## src/rtl/adc_sweep_sequencer_pkg.sv

```systemverilog
// adc_sweep_sequencer_pkg: shared sweep state encoding and default sweep constants
package adc_sweep_sequencer_pkg;
    typedef enum logic [1:0] {IDLE, SETTLE, CONVERT, PRESENT} state_t;
    localparam int DEF_ADC_BITS = 8;
    localparam int DEF_NUM_POINTS = 64;
    localparam int DEF_SETTLE_CYCLES = 16;
    localparam int DEF_TIMEOUT_CYCLES = 64;
endpackage

```

## src/rtl/adc_sweep_sequencer_pair_capture.sv

```systemverilog
// adc_pair_capture: latches both SAR results and tracks which conversions have completed
module adc_pair_capture #(
    parameter int ADC_BITS = 8
) (
    input  logic                clk,
    input  logic                rst_n,
    input  logic                en,
    input  logic                clr,
    input  logic                f_done,
    input  logic                a_done,
    input  logic [ADC_BITS-1:0] f_data,
    input  logic [ADC_BITS-1:0] a_data,
    output logic [ADC_BITS-1:0] f_code,
    output logic [ADC_BITS-1:0] a_code,
    output logic                both_done
);
    logic f_got;
    logic a_got;
    // includes same-cycle dones so the completing edge can advance the FSM
    assign both_done = en & (f_got | f_done) & (a_got | a_done);
    always_ff @(posedge clk or negedge rst_n) begin
        if (!rst_n) begin
            f_got <= 1'b0;
            a_got <= 1'b0;
            f_code <= '0;
            a_code <= '0;
        end else begin
            f_got <= !clr & (f_got | (en & f_done));
            a_got <= !clr & (a_got | (en & a_done));
            if (en & f_done) f_code <= f_data;
            if (en & a_done) a_code <= a_data;
        end
    end
endmodule

```

## src/rtl/adc_sweep_sequencer.sv

```systemverilog
// adc_sweep_sequencer: settle/convert/present sweep of paired SAR conversions with timeout and abort
module adc_sweep_sequencer
    import adc_sweep_sequencer_pkg::*;
#(
    parameter int ADC_BITS = DEF_ADC_BITS,
    parameter int NUM_POINTS = DEF_NUM_POINTS,
    parameter int SETTLE_CYCLES = DEF_SETTLE_CYCLES,
    parameter int TIMEOUT_CYCLES = DEF_TIMEOUT_CYCLES,
    localparam int IDX_W = NUM_POINTS > 1 ? $clog2(NUM_POINTS) : 1
) (
    input  logic                clk,
    input  logic                rst_n,
    input  logic                sweep_start,
    input  logic                sweep_abort,
    input  logic                frequency_adc_done,
    input  logic                amplitude_adc_done,
    input  logic [ADC_BITS-1:0] sig_frequency,
    input  logic [ADC_BITS-1:0] sig_amplitude,
    output logic                adc_start,
    output logic                sample_valid,
    input  logic                sample_ready,
    output logic [ADC_BITS-1:0] sample_freq,
    output logic [ADC_BITS-1:0] sample_amp,
    output logic [IDX_W-1:0]    sample_index,
    output logic                sweep_busy,
    output logic                sweep_done,
    output logic                timeout_err
);
    localparam int SW = SETTLE_CYCLES > 1 ? $clog2(SETTLE_CYCLES) : 1;
    localparam int TW = TIMEOUT_CYCLES > 1 ? $clog2(TIMEOUT_CYCLES) : 1;
    localparam logic [SW-1:0] SETTLE_LOAD = SW'(SETTLE_CYCLES > 0 ? SETTLE_CYCLES - 1 : 0);
    localparam logic [TW-1:0] TIMEOUT_LAST = TW'(TIMEOUT_CYCLES - 1);
    localparam logic [IDX_W-1:0] LAST_IDX = IDX_W'(NUM_POINTS - 1);
    localparam logic DIRECT = SETTLE_CYCLES == 0;
    localparam state_t FIRST = DIRECT ? CONVERT : SETTLE;

    state_t          state;
    logic [SW-1:0]   settle_cnt;
    logic [TW-1:0]   conv_cnt;
    logic            both_done;

    adc_pair_capture #(.ADC_BITS(ADC_BITS)) u_capture (
        .clk       (clk),
        .rst_n     (rst_n),
        .en        (state == CONVERT),
        .clr       (state != CONVERT),
        .f_done    (frequency_adc_done),
        .a_done    (amplitude_adc_done),
        .f_data    (sig_frequency),
        .a_data    (sig_amplitude),
        .f_code    (sample_freq),
        .a_code    (sample_amp),
        .both_done (both_done)
    );

    always_ff @(posedge clk or negedge rst_n) begin
        if (!rst_n) begin
            state <= IDLE;
            settle_cnt <= '0;
            conv_cnt <= '0;
            sample_index <= '0;
            adc_start <= 1'b0;
            sample_valid <= 1'b0;
            sweep_busy <= 1'b0;
            sweep_done <= 1'b0;
            timeout_err <= 1'b0;
        end else begin
            adc_start <= 1'b0;
            sweep_done <= 1'b0;
            if (sweep_abort) begin
                state <= IDLE;
                sample_valid <= 1'b0;
                sweep_busy <= 1'b0;
            end else begin
                case (state)
                    IDLE: if (sweep_start) begin
                        timeout_err <= 1'b0;
                        sample_index <= '0;
                        sweep_busy <= 1'b1;
                        settle_cnt <= SETTLE_LOAD;
                        conv_cnt <= '0;
                        state <= FIRST;
                        adc_start <= DIRECT;
                    end
                    SETTLE: begin
                        settle_cnt <= settle_cnt - 1'b1;
                        if (settle_cnt == '0) begin
                            state <= CONVERT;
                            adc_start <= 1'b1;
                            conv_cnt <= '0;
                        end
                    end
                    // a completing done on the last allowed cycle beats the timeout
                    CONVERT: if (both_done) begin
                        state <= PRESENT;
                        sample_valid <= 1'b1;
                    end else if (conv_cnt == TIMEOUT_LAST) begin
                        state <= IDLE;
                        timeout_err <= 1'b1;
                        sweep_busy <= 1'b0;
                    end else begin
                        conv_cnt <= conv_cnt + 1'b1;
                    end
                    PRESENT: if (sample_ready) begin
                        sample_valid <= 1'b0;
                        if (sample_index == LAST_IDX) begin
                            state <= IDLE;
                            sweep_busy <= 1'b0;
                            sweep_done <= 1'b1;
                        end else begin
                            sample_index <= sample_index + 1'b1;
                            settle_cnt <= SETTLE_LOAD;
                            conv_cnt <= '0;
                            state <= FIRST;
                            adc_start <= DIRECT;
                        end
                    end
                    default: state <= IDLE;
                endcase
            end
        end
    end
endmodule
```

## config.mk

```make
export PLATFORM = sky130hd
export DESIGN_NAME = adc_sweep_sequencer
export DESIGN_NICKNAME = d
export VERILOG_FILES = /design/src/rtl/adc_sweep_sequencer_pkg.sv /design/src/rtl/adc_sweep_sequencer_pair_capture.sv /design/src/rtl/adc_sweep_sequencer.sv
export SDC_FILE = /design/constraint.sdc
export NUM_CORES = 1
export LEC_CHECK = 0
export ABC_AREA = 1
export BUFFER_PORTS_ARGS = -buffer_cell sky130_fd_sc_hd__clkbuf_2
export CORE_MARGIN = 2
export CORE_UTILIZATION = 40
export DETAILED_ROUTE_END_ITERATION = 12
export GPL_ROUTABILITY_DRIVEN = 1
export PLACE_DENSITY = 0.65
export SETUP_SLACK_MARGIN = 0.15
export SLEW_MARGIN = 15
export SYNTH_ARGS = -nofsm -noshare
export SYNTH_HDL_FRONTEND = slang
export SYNTH_SLANG_ARGS = --single-unit
```

## constraint.sdc

```tcl
create_clock -name clk -period 3.18 [get_ports clk]
set_clock_uncertainty 0.05 [all_clocks]
set_input_delay 0 -clock clk [delete_from_list [all_inputs] [get_ports clk]]
set_output_delay 0 -clock clk [all_outputs]
set_load 0.03 [all_outputs]
```

# Word level (Yosys, flattened, before mapping)
# Index checks and enable logic that the tools add are counted.
# classes
addsub	3
n_eq_ne	21
n_mux	44
bitwise	11
reduce_logical	15
# op_table
operator	n
2-to-1 mux 6 bit	8
case mux 6 bit (4 select lines)	1
!= test 3 bit (second input constant)	7
2-to-1 mux 1 bit	20
!= test 2 bit (second input constant)	8
AND reduction 5 bit	3
adder 6 x 1 -> 6 bit (second input constant)	2
equality test 6 bit (second input constant)	2
2-to-1 mux 2 bit	6
2-to-1 mux 4 bit	3
case mux 4 bit (3 select lines)	1
case mux 6 bit (2 select lines)	1
case mux 2 bit (4 select lines)	1
AND reduction 7 bit	1
bitwise AND 1 bit	6
AND reduction 6 bit	1
nonzero test 3 bit	2
equality test 2 bit (second input constant)	2
zero test 4 bit	1
!= test 4 bit (second input constant)	1
OR 1 bit	4
case mux 1 bit (2 select lines)	2
AND reduction 4 bit	1
nonzero test 2 bit	2
8 further kinds	8
# word_totals
register_bits	41
inputBits	23
output_inout_bits	27
word_cells	107

# Depth between registers and ports, before layout
# Gate-level depths: netlist of the first run.
# depth
ltp_word	6
depth_mapped	10
mapped_depth_nobuf	10

# By module
# A second synthesis of the first run with hierarchy kept.
# unflattened
cells_unflattened	293
area_unflattened_um2	2279.7
# by_module_without_submodules
mod	n_inst	cells_each	area_per_inst_um2	seq_area_each_um2
adc_sweep_sequencer	1	214	1539.0	575.6
adc_pair_capture	1	79	740.7	450.4

# Worst setup path after synthesis of the first run
# OpenSTA, ideal clock, no wires.
# synth_timing
path_kind	register to register
startpoint	register state[0]
endpoint	register conv_cnt[2]
arrival_time_ps	1381
required_time_ps	3013
setup_slack_ps	1632
path_stages_with_launch	10
period_less_slack_ps	1548
cell_sequence	dfrtp_1 > inv_1 > ha_1 > buf_6 > nand3_4 > nand3_2 > nor2_2 > nand2_4 > nand2_1 > nand2_1
# synth_between
elab_chain_cells	5
elab_cells_between_ends	14
classes_between	9 x eq/ne; 1 x mux; 2 x bitwise; 2 x reduce/logical
# synth_lines
element	line_no	text
start, declared	adc_sweep_sequencer.sv:37	state_t state;
start signal, assigned	adc_sweep_sequencer.sv:58	state <= IDLE;
start signal, assigned	adc_sweep_sequencer.sv:71	state <= IDLE;
start signal, assigned	adc_sweep_sequencer.sv:82	state <= FIRST;
equality test 2 bit *	adc_sweep_sequencer.sv:45	.en (state == CONVERT),
named net u_capture.en	adc_sweep_sequencer_pair_capture.sv:7	input logic en,
bitwise AND 1 bit (2 in a row)	adc_sweep_sequencer_pair_capture.sv:20	assign both_done = en & (f_got | f_done) & (a_got | a_done);
!= test 2 bit (no source line)	n/a	
AND reduction 7 bit (no source line)	n/a	
end signal, assigned	adc_sweep_sequencer.sv:102	conv_cnt <= conv_cnt + 1'b1;
end, declared	adc_sweep_sequencer.sv:39	logic [TW-1:0] conv_cnt;
# The timed path passes the listed nets; every way through them passes the cells marked *.
# A chain may end at the register's enable or synchronous reset.

# Final worst setup path of the first run
# Same ends and word-level chain as after synthesis.

==> results by group, run 1 <==
Timing
  – Hold slack final: 0.173 ns
  – Setup total negative slack: 0 ns
  – Worst slew margin: 34.2%
  – Ratio of final minimum period to clock period: 60.9%
  – Final worst path period need: 1.94 ns
  – RSZ-0062 raised after global routing: no
  – Final-report max-slew violation count: 0
  – Slew at the pin with the worst max-slew slack: 0.987 ns
  – Final setup violation count: 0
  – Fmax: 517 MHz
  – Final Hold Vio Count: 0

Synthesis
  – Share of synthesized area occupied by flip-flops and latches: 47.1%
  – Gate Count Post-Synth: 232
  – Net Count, Synth: 263
  – Yosys reg bits: 41
  – Syn Std Cell Area: 2180 sq um
  – Syn_area_per_cell: 9.39 sq um
  – Yosys warns: 0
  – Distinct cell type count after synthesis: 31

Setup path
  – Most common cell type on the critical path: nand2_1
  – Critical Path, Cell by Cell: inv_1 > ha_1 > inv_2 > nor3_1 > nor2_2 > nand2_4 > nand2_1 > nand2_1
  – Required arrival time at the worst endpoint: 3.37 ns
  – Register-to-register setup slack: 1.24 ns
  – Startpoint type of the worst setup path: flip-flop
  – Origin of the critical flop-to-flop path: state[0]
  – Capturing point of the worst reg2reg path: conv_cnt[2]
  – Levels on crit path: 8
  – Data arrival at the endpoint of the critical path: 2.13 ns
  – Gate family responsible for the most delay along the worst path: simple AND/OR/NAND/NOR gates
  – Biggest fanout along the worst timing path: 11
  – Critical-path cell with the highest stage delay: ha_1
  – Start-to-end type of the worst setup path: flip-flop to flip-flop
  – Number of cell instances on the worst register-to-register path: 8
  – Buffering stage count on the worst path with inverters included: 2
  – Peak per-stage delay on the critical path: 0.49 ns
  – Kind of end point of the critical path: flip-flop

Route
  – Count of unresolved DRC violations after routing: 0
  – Violation count after the first detailed-route iteration: 68
  – Average routed wire per standard cell: 11.7 um
  – Final WL: 4.44 mm
  – Via count normalized by instance count: 4.68
  – Remaining antenna violation count after routing: 0
  – Total number of vias: 1,770
  – Number of search-and-repair iterations in the first detailed-routing pass: 4

Layout
  – Proportion of layout cells with a drive suffix above 1: 31.8%
  – Commonest non-fill, non-tap cell in the layout: nand2_1
  – Number of inserted filler cells in the final layout: 463
  – Register area: 1030 sq um
  – Antenna cell count: 0
  – Most frequent cells in the layout: nand2_1, clkbuf_2, dfrtp_1
  – Final standard cell count with taps included and fillers excluded: 378
  – Core utilization of the finished layout: 53.8%
  – Area delta synth->final: 27.9%
  – Net count of the finished layout: 338
  – Multi-input gate area: 1010 sq um

Pwr
  – Maximum VDD drop: 0.369 mV
  – Areal power density over the cells: 759 nW/um^2
  – Static leakage: 1.43 nW
  – Total power consumption of the routed design: 2.11 mW

Clock tree
  – Post-cts gate resize count: 0
  – Number of buffers added to fix hold violations after cts: 21
  – Post-CTS setup buffers: 0
  – Maximum root-to-sink buffer count: 2
  – Cell at the root of the clock tree: clkbuf_8
  – TritonCTS clock tree: done
  – Clk_lat worst skew: 0.30 ns
  – Clock buffer count from CTS: 5
  – CTS Sinks: 41
  – H-tree levels: 2
  – Clock-pin slew on the worst setup and hold paths: 0.08 ns

Floorplan
  – Area enclosed by the die boundary: 6050 sq um
  – Starting utilization of the core area: 42.1%
  – Total core area: 5170 sq um
  – IO Pins: 50
  – Die Wd: 77.8 um
  – Number of placement rows: 26
  – Die Span Y: 77.8 um

Worst hold path
  – Hold Path End: timeout_err
  – Class of the tightest hold or removal check: input pin to flip-flop
  – Instance count along the most critical hold path: 6
  – Worst hold path startpoint: sweep_start

GRT
  – Vias in the first global route: 1,763
  – Overall track demand over capacity in global routing: 16.2%
  – Antenna violations before repair: 0
  – Wire length of the first global-routing pass: 7.92 mm
  – Overflow after GRT: 0
  – Maximum number of pins on one net before global-route repair: 42

Placement
  – Last weighted congestion value of the routability-driven placer: 0.803
  – Quantity of I/O buffers inserted on ports: 49
  – Post-detailed-placement half-perimeter wirelength: 3.11 mm
  – Total placed cells including tap cells: 349

Job
  – Number of max-cap violations: 0

Outcome
  – Run status: finished, final reports clean
synthesized netlist by cell type:
cell type,number,area (sq um)
a21o_1,1,7.51
a21oi_1,4,20.0
buf_6,2,22.5
clkinv_2,1,5.00
dfrtp_1,41,1030
ha_1,8,100
inv_1,25,93.8
inv_2,2,7.51
inv_6,1,8.76
mux2_2,16,180
nand2_1,52,195
nand2_2,7,43.8
nand2_4,2,22.5
nand2_8,1,20.0
nand3_1,15,75.1
nand3_2,4,40.0
nand3_4,2,35.0
nand3b_1,4,30.0
nand4_1,1,6.26
nor2_1,10,37.5
nor2_2,2,12.5
nor3_1,4,20.0
nor3b_1,2,15.0
o21a_1,1,7.51
o21ai_0,4,20.0
o21ai_1,12,60.1
o21ai_2,2,17.5
o21bai_1,1,7.51
or2_2,1,6.26
xnor2_1,1,8.76
xor2_1,3,26.3
state kept, by name, summed over array words and instances, names as in the netlist, 2 cells and up:
| signal | flops |
|---|---|
| state | 2 |
| sample_index | 6 |
| conv_cnt | 6 |
| u_capture.f_code | 8 |
| u_capture.a_code | 8 |
| settle_cnt | 4 |
where the power goes:
part	switching, mW	internal [mW]	total [mW]
Combinational	0.644	0.353	0.997
Sequential	0.0996	0.685	0.785
Clock	0.181	0.151	0.333
layer usage:
metal | global-route usage (%) | share of wire (%) | routed length, um
met2 | 26.0 | 43 | 1900
met1 | 20.8 | 49 | 2160
met4 | 5.36 | 1.9 | 85
met3 | 4.88 | 6.6 | 291
met5 | 0 | 0 | 0
worst min-delay path: stages:
cell	delay (ns)
clkbuf_2	0.08
inv_1	0.06
nand2_1	0.08
o21a_1	0.12
nand4_1	0.09
a21oi_1	0.06
how the worst max path moves through the flow:
stage                   from          end  slack (ns)
CTS                 state[0]  conv_cnt[2]        1.24
finish              state[0]  conv_cnt[2]        1.24
global route        state[0]  conv_cnt[5]        1.06
floorplan           state[0]  conv_cnt[2]        1.63
global placement    state[0]  conv_cnt[1]        1.36
detailed placement  state[0]  conv_cnt[2]        1.26
final cells by class:
cell class / count / area share [%]
tap: 70 / 3.14
clock buffer: 5 / 2.47
multi-input combinational: 160 / 36.4
inverter: 29 / 4.13
timing repair buffer: 70 / 16.4
sequential: 41 / 36.8
clock inverter: 3 / 0.629
kinds of logic after synthesis:
family	count (synthesis)	synth area share [%]
AND/OR/NAND/NOR	107	25.7
flip-flops	41	47.1
buffers and inverters	31	6.32
AO/OA/AOI/OAI	25	6.43
adder cells (fa/ha/maj)	8	4.60
multiplexers	16	8.27
XOR/XNOR	4	1.61
metrics by stage:
stage,cell area (sq um),setup WS [ns]
global placement,2490,1.36
finish,2790,1.24
detailed placement,2490,1.26
floorplan,2180,1.63
global route,2790,1.06
CTS,2790,1.24
Note: power is estimated with default switching activity, not from simulation.
==> run 2: changes to the inputs <==
==> constraint.sdc (replaced) <==
create_clock -name clk -period 1.9 [get_ports clk]
set_clock_uncertainty 0.05 [all_clocks]
set_input_delay 0 -clock clk [delete_from_list [all_inputs] [get_ports clk]]
set_output_delay 0 -clock clk [all_outputs]
set_load 0.03 [all_outputs]
==> run 2 against run 1 <==
Net effect: sequential share of layout area fell by 1.0 points; final area rose by 2.9%; combinational power rose by 75%; sequential cell count did not move; sequential power rose by 66%; global-route usage fell by 0.36 points; hold slack improved by 0.0045 ns; first-iteration DRC count fell by 40%; register-to-register slack got worse by 0.95 ns; power rose by 78%; count of clock-buffer cells in the layout rose by 2; cell count rose by 1.6%; critical endpoint is now conv_cnt[0]; largest power group unchanged.
==> results by group, run 2 (synthesized netlist as in run 1, its figures left out) <==
Outcome
  – Run status: finished, final reports clean

Worst hold path
  – Worst hold path startpoint: sweep_start
  – Instance count along the most critical hold path: 6 (unchanged)
  – Class of the tightest hold or removal check: input pin to flip-flop

Setup path
  – Start-to-end type of the worst setup path: flip-flop to flip-flop
  – Levels on crit path: 8 (unchanged)
  – Kind of end point of the critical path: flip-flop
  – Gate family responsible for the most delay along the worst path: simple AND/OR/NAND/NOR gates
  – Peak per-stage delay on the critical path: 0.42 ns (-0.07 ns)
  – Critical-path cell with the highest stage delay: dfrtp_1
  – Origin of the critical flop-to-flop path: state[1]
  – Startpoint type of the worst setup path: flip-flop
  – Data arrival at the endpoint of the critical path: 1.74 ns (-0.39 ns)
  – Most common cell type on the critical path: nand2_1
  – Startpoint of the worst setup timing path: state[1]
  – Buffering stage count on the worst path with inverters included: 1 (-1)
  – Required arrival time at the worst endpoint: 2.04 ns (-1.33 ns)
  – Number of cell instances on the worst register-to-register path: 8 (unchanged)
  – Biggest fanout along the worst timing path: 6 (-5)
  – Critical Path, Cell by Cell: buf_4 > ha_2 > nand3_4 > nand3_2 > nor2_2 > nand2_4 > nand2_1 > nand2_1

Clock tree
  – TritonCTS clock tree: done
  – H-tree levels: 2 (unchanged)
  – CTS Sinks: 41 (unchanged)
  – Cell at the root of the clock tree: clkbuf_8
  – Clock buffer count from CTS: 5 (unchanged)
  – Maximum root-to-sink buffer count: 2 (unchanged)
  – Clk_lat worst skew: 0.29 ns (about the same)
  – Clock-pin slew on the worst setup and hold paths: 0.08 ns (about the same)

GRT
  – Antenna violations before repair: 0 (unchanged)
  – Wire length of the first global-routing pass: 7.75 mm (-2.2%)
  – Overall track demand over capacity in global routing: 15.8% (-0.36 points)
  – Maximum number of pins on one net before global-route repair: 42 (unchanged)
  – Vias in the first global route: 1,771 (+0.45%)
  – Overflow after GRT: 0 (unchanged)

Route
  – Violation count after the first detailed-route iteration: 41 (-40%)
  – Count of unresolved DRC violations after routing: 0 (unchanged)
  – Remaining antenna violation count after routing: 0 (unchanged)
  – Average routed wire per standard cell: 11.6 um (-1.2%)
  – Via count normalized by instance count: 4.66 (-0.39%)
  – Final WL: 4.45 mm (+0.41%)
  – Number of search-and-repair iterations in the first detailed-routing pass: 4 (unchanged)
  – Total number of vias: 1,791 (+1.2%)

Layout
  – Proportion of layout cells with a drive suffix above 1: 33.4% (+1.6 points)
  – Register area: 1030 sq um (unchanged)
  – Area delta synth->final: 31.5%
  – Antenna cell count: 0 (unchanged)
  – Number of inserted filler cells in the final layout: 459 (-0.86%)
  – Most frequent cells in the layout: nand2_1, clkbuf_2, dfrtp_1
  – Commonest non-fill, non-tap cell in the layout: nand2_1
  – Largest regs: u_capture.a_code: 8 flops, u_capture.f_code: 8 flops
  – Net count of the finished layout: 344 (+1.8%)
  – Multi-input gate area: 1020 sq um (+0.49%)

Pwr
  – Static leakage: 1.47 nW (+2.9%)
  – Logic gate share of total power: 46.3% (-0.9 points)
  – Switching share of total power: 41.1% (-2.7 points)
  – Areal power density over the cells: 1310 nW/um^2 (+73%)
  – Clock network fraction of total power: 19.1% (+3.4 points)
  – Total power consumption of the routed design: 3.76 mW (+78%)
  – Internal power consumption: 2.22 mW (+86%)
  – Sequential share of power: 34.6% (-2.5 points)
  – Maximum VDD drop: 0.597 mV (+62%)
  – Net load switching power: 1.54 mW (+67%)

Floorplan
  – Total core area: 5170 sq um (unchanged)
  – Number of placement rows: 26 (unchanged)
  – IO Pins: 50 (unchanged)
  – Area enclosed by the die boundary: 6050 sq um (unchanged)
  – Die Wd: 77.8 um (unchanged)
  – Die Span Y: 77.8 um (unchanged)
  – Starting utilization of the core area: 42.1% (unchanged)

Timing
  – Final worst path period need: 1.61 ns (-0.328 ns)
  – Final-report max-slew violation count: 0 (unchanged)
  – Worst slew margin: 66.3% (+32 points)
  – RSZ-0062 raised after global routing: no
  – Final setup violation count: 0 (unchanged)
  – Setup total negative slack: 0 ns (unchanged)
  – Final Hold Vio Count: 0 (unchanged)
  – Fmax: 622 MHz (+20%)
  – Slew at the pin with the worst max-slew slack: 0.505 ns (-0.482 ns)
  – Ratio of final minimum period to clock period: 84.6% (+24 points)

Placement
  – Last weighted congestion value of the routability-driven placer: 0.830 (+3.4%)
  – Quantity of I/O buffers inserted on ports: 49 (unchanged)
  – Post-detailed-placement half-perimeter wirelength: 3.16 mm (+1.4%)

Job
  – Number of max-cap violations: 0 (unchanged)
## run 2: power groups by stage
| stage | clock network [mW] | registers, mW | logic (mW) |
|---|---|---|---|
| after floorplan | 0 | 1.69 | 0.874 |
| after global placement | 0 | 1.31 | 1.65 |
| after detailed placement | 0 | 1.32 | 1.68 |
| after CTS | 0.751 | 1.30 | 1.71 |
| after global routing | 0.775 | 1.34 | 1.92 |
| final | 0.719 | 1.30 | 1.74 |
## run 2: tightest hold or removal path, delay by kind of cell
family	cells	cell delay [ns]
and+or+nand+nor	2	0.17
AOI/OAI and AO/OA	2	0.18
buffers and inverters	2	0.13
## run 2: path summary, 6_finish.rpt
check,to,slack (ns)
max in group asynchronous,adc_start,1.20
hold reg to reg,sweep_busy,0.44
hold / removal,timeout_err,0.18
setup / recovery,conv_cnt[0],0.29
setup reg to reg,conv_cnt[0],0.29
min in group asynchronous,settle_cnt[1],0.25
## run 2: final cells by class
cell class / instances / share of cell area, %
inverter: 29 / 4.02
multi-input combinational: 160 / 35.6
clock inverter: 1 / 1.05
timing repair buffer: 76 / 17.5
sequential: 41 / 35.8
clock buffer: 7 / 3.01
tap: 70 / 3.06
## run 2: metal layers
layer | track usage [%] | vias to the layer above | share of wire [%]
met1 | 20.2 | 815 | 49
met3 | 3.02 | 7 | 5.7
li1 | - | 919 | -
met5 | 0 | - | 0
met2 | 26.4 | 50 | 43
met4 | 6.43 | 0 | 1.6
## run 2: per-stage QoR
step / cells / area, sq um / util [%] / worst slack, ns / hold slack (ns)
floorplan: 232 / 2180 / - / 0.352 / -0.346
global placement: 353 / 2520 / 48.7 / 0.279 / 0.0439
detailed placement: 353 / 2520 / 48.7 / 0.222 / 0.0451
CTS: 382 / 2850 / 55.0 / 0.207 / 0.168
global route: 384 / 2870 / 55.4 / 0.166 / 0.242
finish: 384 / 2870 / 55.4 / 0.292 / 0.178
## run 2: timing repair
item,CTS,global route
hold endpoints to repair,61,0
gates resized for setup,0,2
setup buffers,0,2
setup endpoints to repair,0,14
hold buffers,21,0
==> run 3: changes to the inputs <==
--- a/config.mk
+++ b/config.mk
@@ -11,7 +11,7 @@
 export CORE_UTILIZATION = 40
 export DETAILED_ROUTE_END_ITERATION = 12
 export GPL_ROUTABILITY_DRIVEN = 1
-export PLACE_DENSITY = 0.65
+export PLACE_DENSITY = 0.68
 export SETUP_SLACK_MARGIN = 0.15
 export SLEW_MARGIN = 15
 export SYNTH_ARGS = -nofsm -noshare
==> constraint.sdc (replaced) <==
create_clock -name clk -period 1.41 [get_ports clk]
set_clock_uncertainty 0.05 [all_clocks]
set_input_delay 0 -clock clk [delete_from_list [all_inputs] [get_ports clk]]
set_output_delay 0 -clock clk [all_outputs]
set_load 0.03 [all_outputs]
==> run 3 against run 2 <==
Net effect: the flow now finishes with violations (setup timing); count of clock-buffer cells in the layout decreased by 2; cell count increased by 5.7%; final area increased by 15%; first-iteration DRC count increased to 3.0 times the previous value; routed wire length increased by 17%; worst setup slack got worse by 0.37 ns; clock power increased by 27%; die area unchanged; utilization increased by 8.2 points.
==> results by group, run 3 (synthesized netlist as in run 1, its figures left out) <==
Outcome
  – Run status: finished with violations
  – Violations in the final reports: setup timing

GRT
  – Overflow after GRT: 0 (unchanged)
  – Maximum number of pins on one net before global-route repair: 18 (-57%)
  – Antenna violations before repair: 0 (unchanged)
  – Overall track demand over capacity in global routing: 17.3% (+1.5 points)
  – Vias in the first global route: 1,872 (+5.7%)
  – Wire length of the first global-routing pass: 8.31 mm (+7.2%)

Pwr
  – Logic gate share of total power: 52.5% (+6.2 points)
  – Internal power consumption: 3.29 mW (+49%)
  – Maximum VDD drop: 0.760 mV (+27%)
  – Switching share of total power: 42.3% (+1.2 points)
  – Net load switching power: 2.42 mW (+57%)
  – Clock network fraction of total power: 16.0% (-3.1 points)
  – Areal power density over the cells: 1740 nW/um^2 (+32%)
  – Sequential share of power: 31.6% (-3.0 points)
  – Static leakage: 1.61 nW (+9.3%)

Clock tree
  – TritonCTS clock tree: done
  – Maximum root-to-sink buffer count: 2 (unchanged)
  – Clock-pin slew on the worst setup and hold paths: 0.08 ns (about the same)
  – Clock buffer count from CTS: 5 (unchanged)
  – H-tree levels: 2 (unchanged)
  – Clk_lat worst skew: 0.29 ns (about the same)
  – CTS Sinks: 41 (unchanged)
  – Cell at the root of the clock tree: clkbuf_8

Route
  – Number of search-and-repair iterations in the first detailed-routing pass: 4 (unchanged)
  – Met2 Wirelength: 2.70 mm (+39%)
  – Count of unresolved DRC violations after routing: 0 (unchanged)
  – Max layer used: met4
  – Met3 WL post-DR: 185 um (-27%)
  – Via count normalized by instance count: 4.68 (+0.44%)
  – Metal-1 WL: 2.24 mm (+2.2%)
  – Average routed wire per standard cell: 12.8 um (+11%)
  – Total number of vias: 1,902 (+6.2%)
  – Remaining antenna violation count after routing: 0 (unchanged)
  – Violation count after the first detailed-route iteration: 121 (+200%)
  – Final WL: 5.21 mm (+17%)

Timing
  – Final worst path period need: 1.49 ns (-0.116 ns)
  – Final Hold Vio Count: 0 (unchanged)
  – Ratio of final minimum period to clock period: 106% (+21 points)
  – Final WS setup: -0.0822 ns (-0.374 ns)
  – Final-report max-slew violation count: 0 (unchanged)
  – RSZ-0062 raised after global routing: yes
  – Final setup violation count: 35 (+35)
  – Worst slew margin: 71.1% (+4.8 points)
  – Fmax: 670 MHz (+7.7%)
  – Slew at the pin with the worst max-slew slack: 0.434 ns (-0.0715 ns)
  – Setup total negative slack: -1.43 ns (-1.43 ns)

Layout
  – Proportion of layout cells with a drive suffix above 1: 48.8% (+15 points)
  – Largest regs: u_capture.a_code: 8 flops, u_capture.f_code: 8 flops
  – Most frequent cells in the layout: clkbuf_2, nand2_1, dfrtp_1
  – Core utilization of the finished layout: 63.6% (+8.2 points)
  – Area delta synth->final: 50.9%
  – Net count of the finished layout: 367 (+6.7%)
  – Final std cell area, no fill: 3290 sq um (+15%)
  – Antenna cell count: 0 (unchanged)
  – Commonest non-fill, non-tap cell in the layout: clkbuf_2

Setup path
  – Peak per-stage delay on the critical path: 0.45 ns (+0.03 ns)
  – Start-to-end type of the worst setup path: flip-flop to flip-flop
  – Required arrival time at the worst endpoint: 1.55 ns (-0.49 ns)
  – Biggest fanout along the worst timing path: 6 (unchanged)
  – Startpoint type of the worst setup path: flip-flop
  – Critical-path cell with the highest stage delay: dfrtp_2
  – Kind of end point of the critical path: flip-flop
  – Number of cell instances on the worst register-to-register path: 8 (unchanged)
  – Data arrival at the endpoint of the critical path: 1.63 ns (-0.11 ns)
  – Critical Path, Cell by Cell: inv_4 > ha_4 > nand3_4 > nand3_4 > nor2_4 > nand2_4 > nand2_2 > nand2_2

Placement
  – Placed cell area: 2720 sq um (+8.1%)
  – Post-detailed-placement half-perimeter wirelength: 3.56 mm (+13%)
  – Last weighted congestion value of the routability-driven placer: 0.889 (+7.1%)
  – Quantity of I/O buffers inserted on ports: 49 (unchanged)

Floorplan
  – Area enclosed by the die boundary: 6050 sq um (unchanged)
  – Number of placement rows: 26 (unchanged)
  – Die Span Y: 77.8 um (unchanged)
  – Die Wd: 77.8 um (unchanged)
  – Total core area: 5170 sq um (unchanged)
  – IO Pins: 50 (unchanged)
  – Starting utilization of the core area: 42.1% (unchanged)

Worst hold path
  – Instance count along the most critical hold path: 3 (-3)
  – Class of the tightest hold or removal check: input pin to flip-flop

Job
  – Number of max-cap violations: 0 (unchanged)
## run 3: changes by cell type in the layout (fill, tap and decap cells not counted), moves of 4 or more
cell,change
nand2_4,+5
dfrtp_2,+4
inv_1,-5
ha_4,+5
dfrtp_1,-4
nand2_1,-10
ha_1,-5
buf_4,+22
## run 3: timing repair
action                                  4_1_cts  5_1_grt
buffers inserted                              4        2
pin swaps                                    12       10
endpoints found under the hold margin        49        0
hold buffers                                 21        0
resized for setup                            26       25
endpoints found under the setup margin       38       40
## run 3: worst paths after layout
path                                    start             endpoint  slack (ns)
setup / recovery                     state[0]          conv_cnt[5]       -0.08
hold / removal             frequency_adc_done  u_capture.f_code[4]        0.08
setup reg to reg                     state[0]          conv_cnt[5]       -0.08
hold reg to reg                 settle_cnt[3]        settle_cnt[3]        0.45
max in group asynchronous               rst_n             state[1]        0.62
min in group asynchronous               rst_n      sample_index[3]        0.12
## run 3: final cells by class
class | instances | area (sq um)
Clock buffer | 5 | 68.8
Clock inverter | 2 | 35.0
Fill cell | 400 | 1880
Inverter | 29 | 129
Multi-Input combinational cell | 160 | 1260
Sequential cell | 41 | 1030
Tap cell | 70 | 87.6
Timing Repair Buffer | 99 | 677
## run 3: power groups by stage
stage	Sequential, mW	Clock [mW]	Combinational [mW]
floorplan	2.29	0	1.25
global placement	1.76	0	2.51
detailed placement	1.79	0	2.54
CTS	1.79	0.944	2.78
global route	1.85	0.981	3.25
finish	1.80	0.913	3.00
## run 3: metrics by stage
step / hold WS (ns) / cells / setup WS, ns / total power, mW
CTS: 0.0573 / 404 / -0.0462 / 5.52
finish: 0.0756 / 406 / -0.0822 / 5.71
global placement: -0.0895 / 372 / -0.0902 / 4.27
global route: 0.0755 / 406 / -0.149 / 6.08
detailed placement: -0.0872 / 372 / -0.130 / 4.33
floorplan: -0.346 / 232 / -0.0172 / 3.54
## run 3: worst max-delay path: cells and delay by family, from the launching register on
kind | cells | cell delay [ns]
AND/OR/NAND/NOR | 6 | 0.62
flip-flops | 1 | 0.45
adder cells (fa/ha/maj) | 1 | 0.19
buffers and inverters | 1 | 0.07
## run 3: per-layer routing
metal,track usage [%],vias up
li1,-,961
met4,6.79,0
met5,0,-
met3,3.72,9
met1,21.5,886
met2,29.4,46
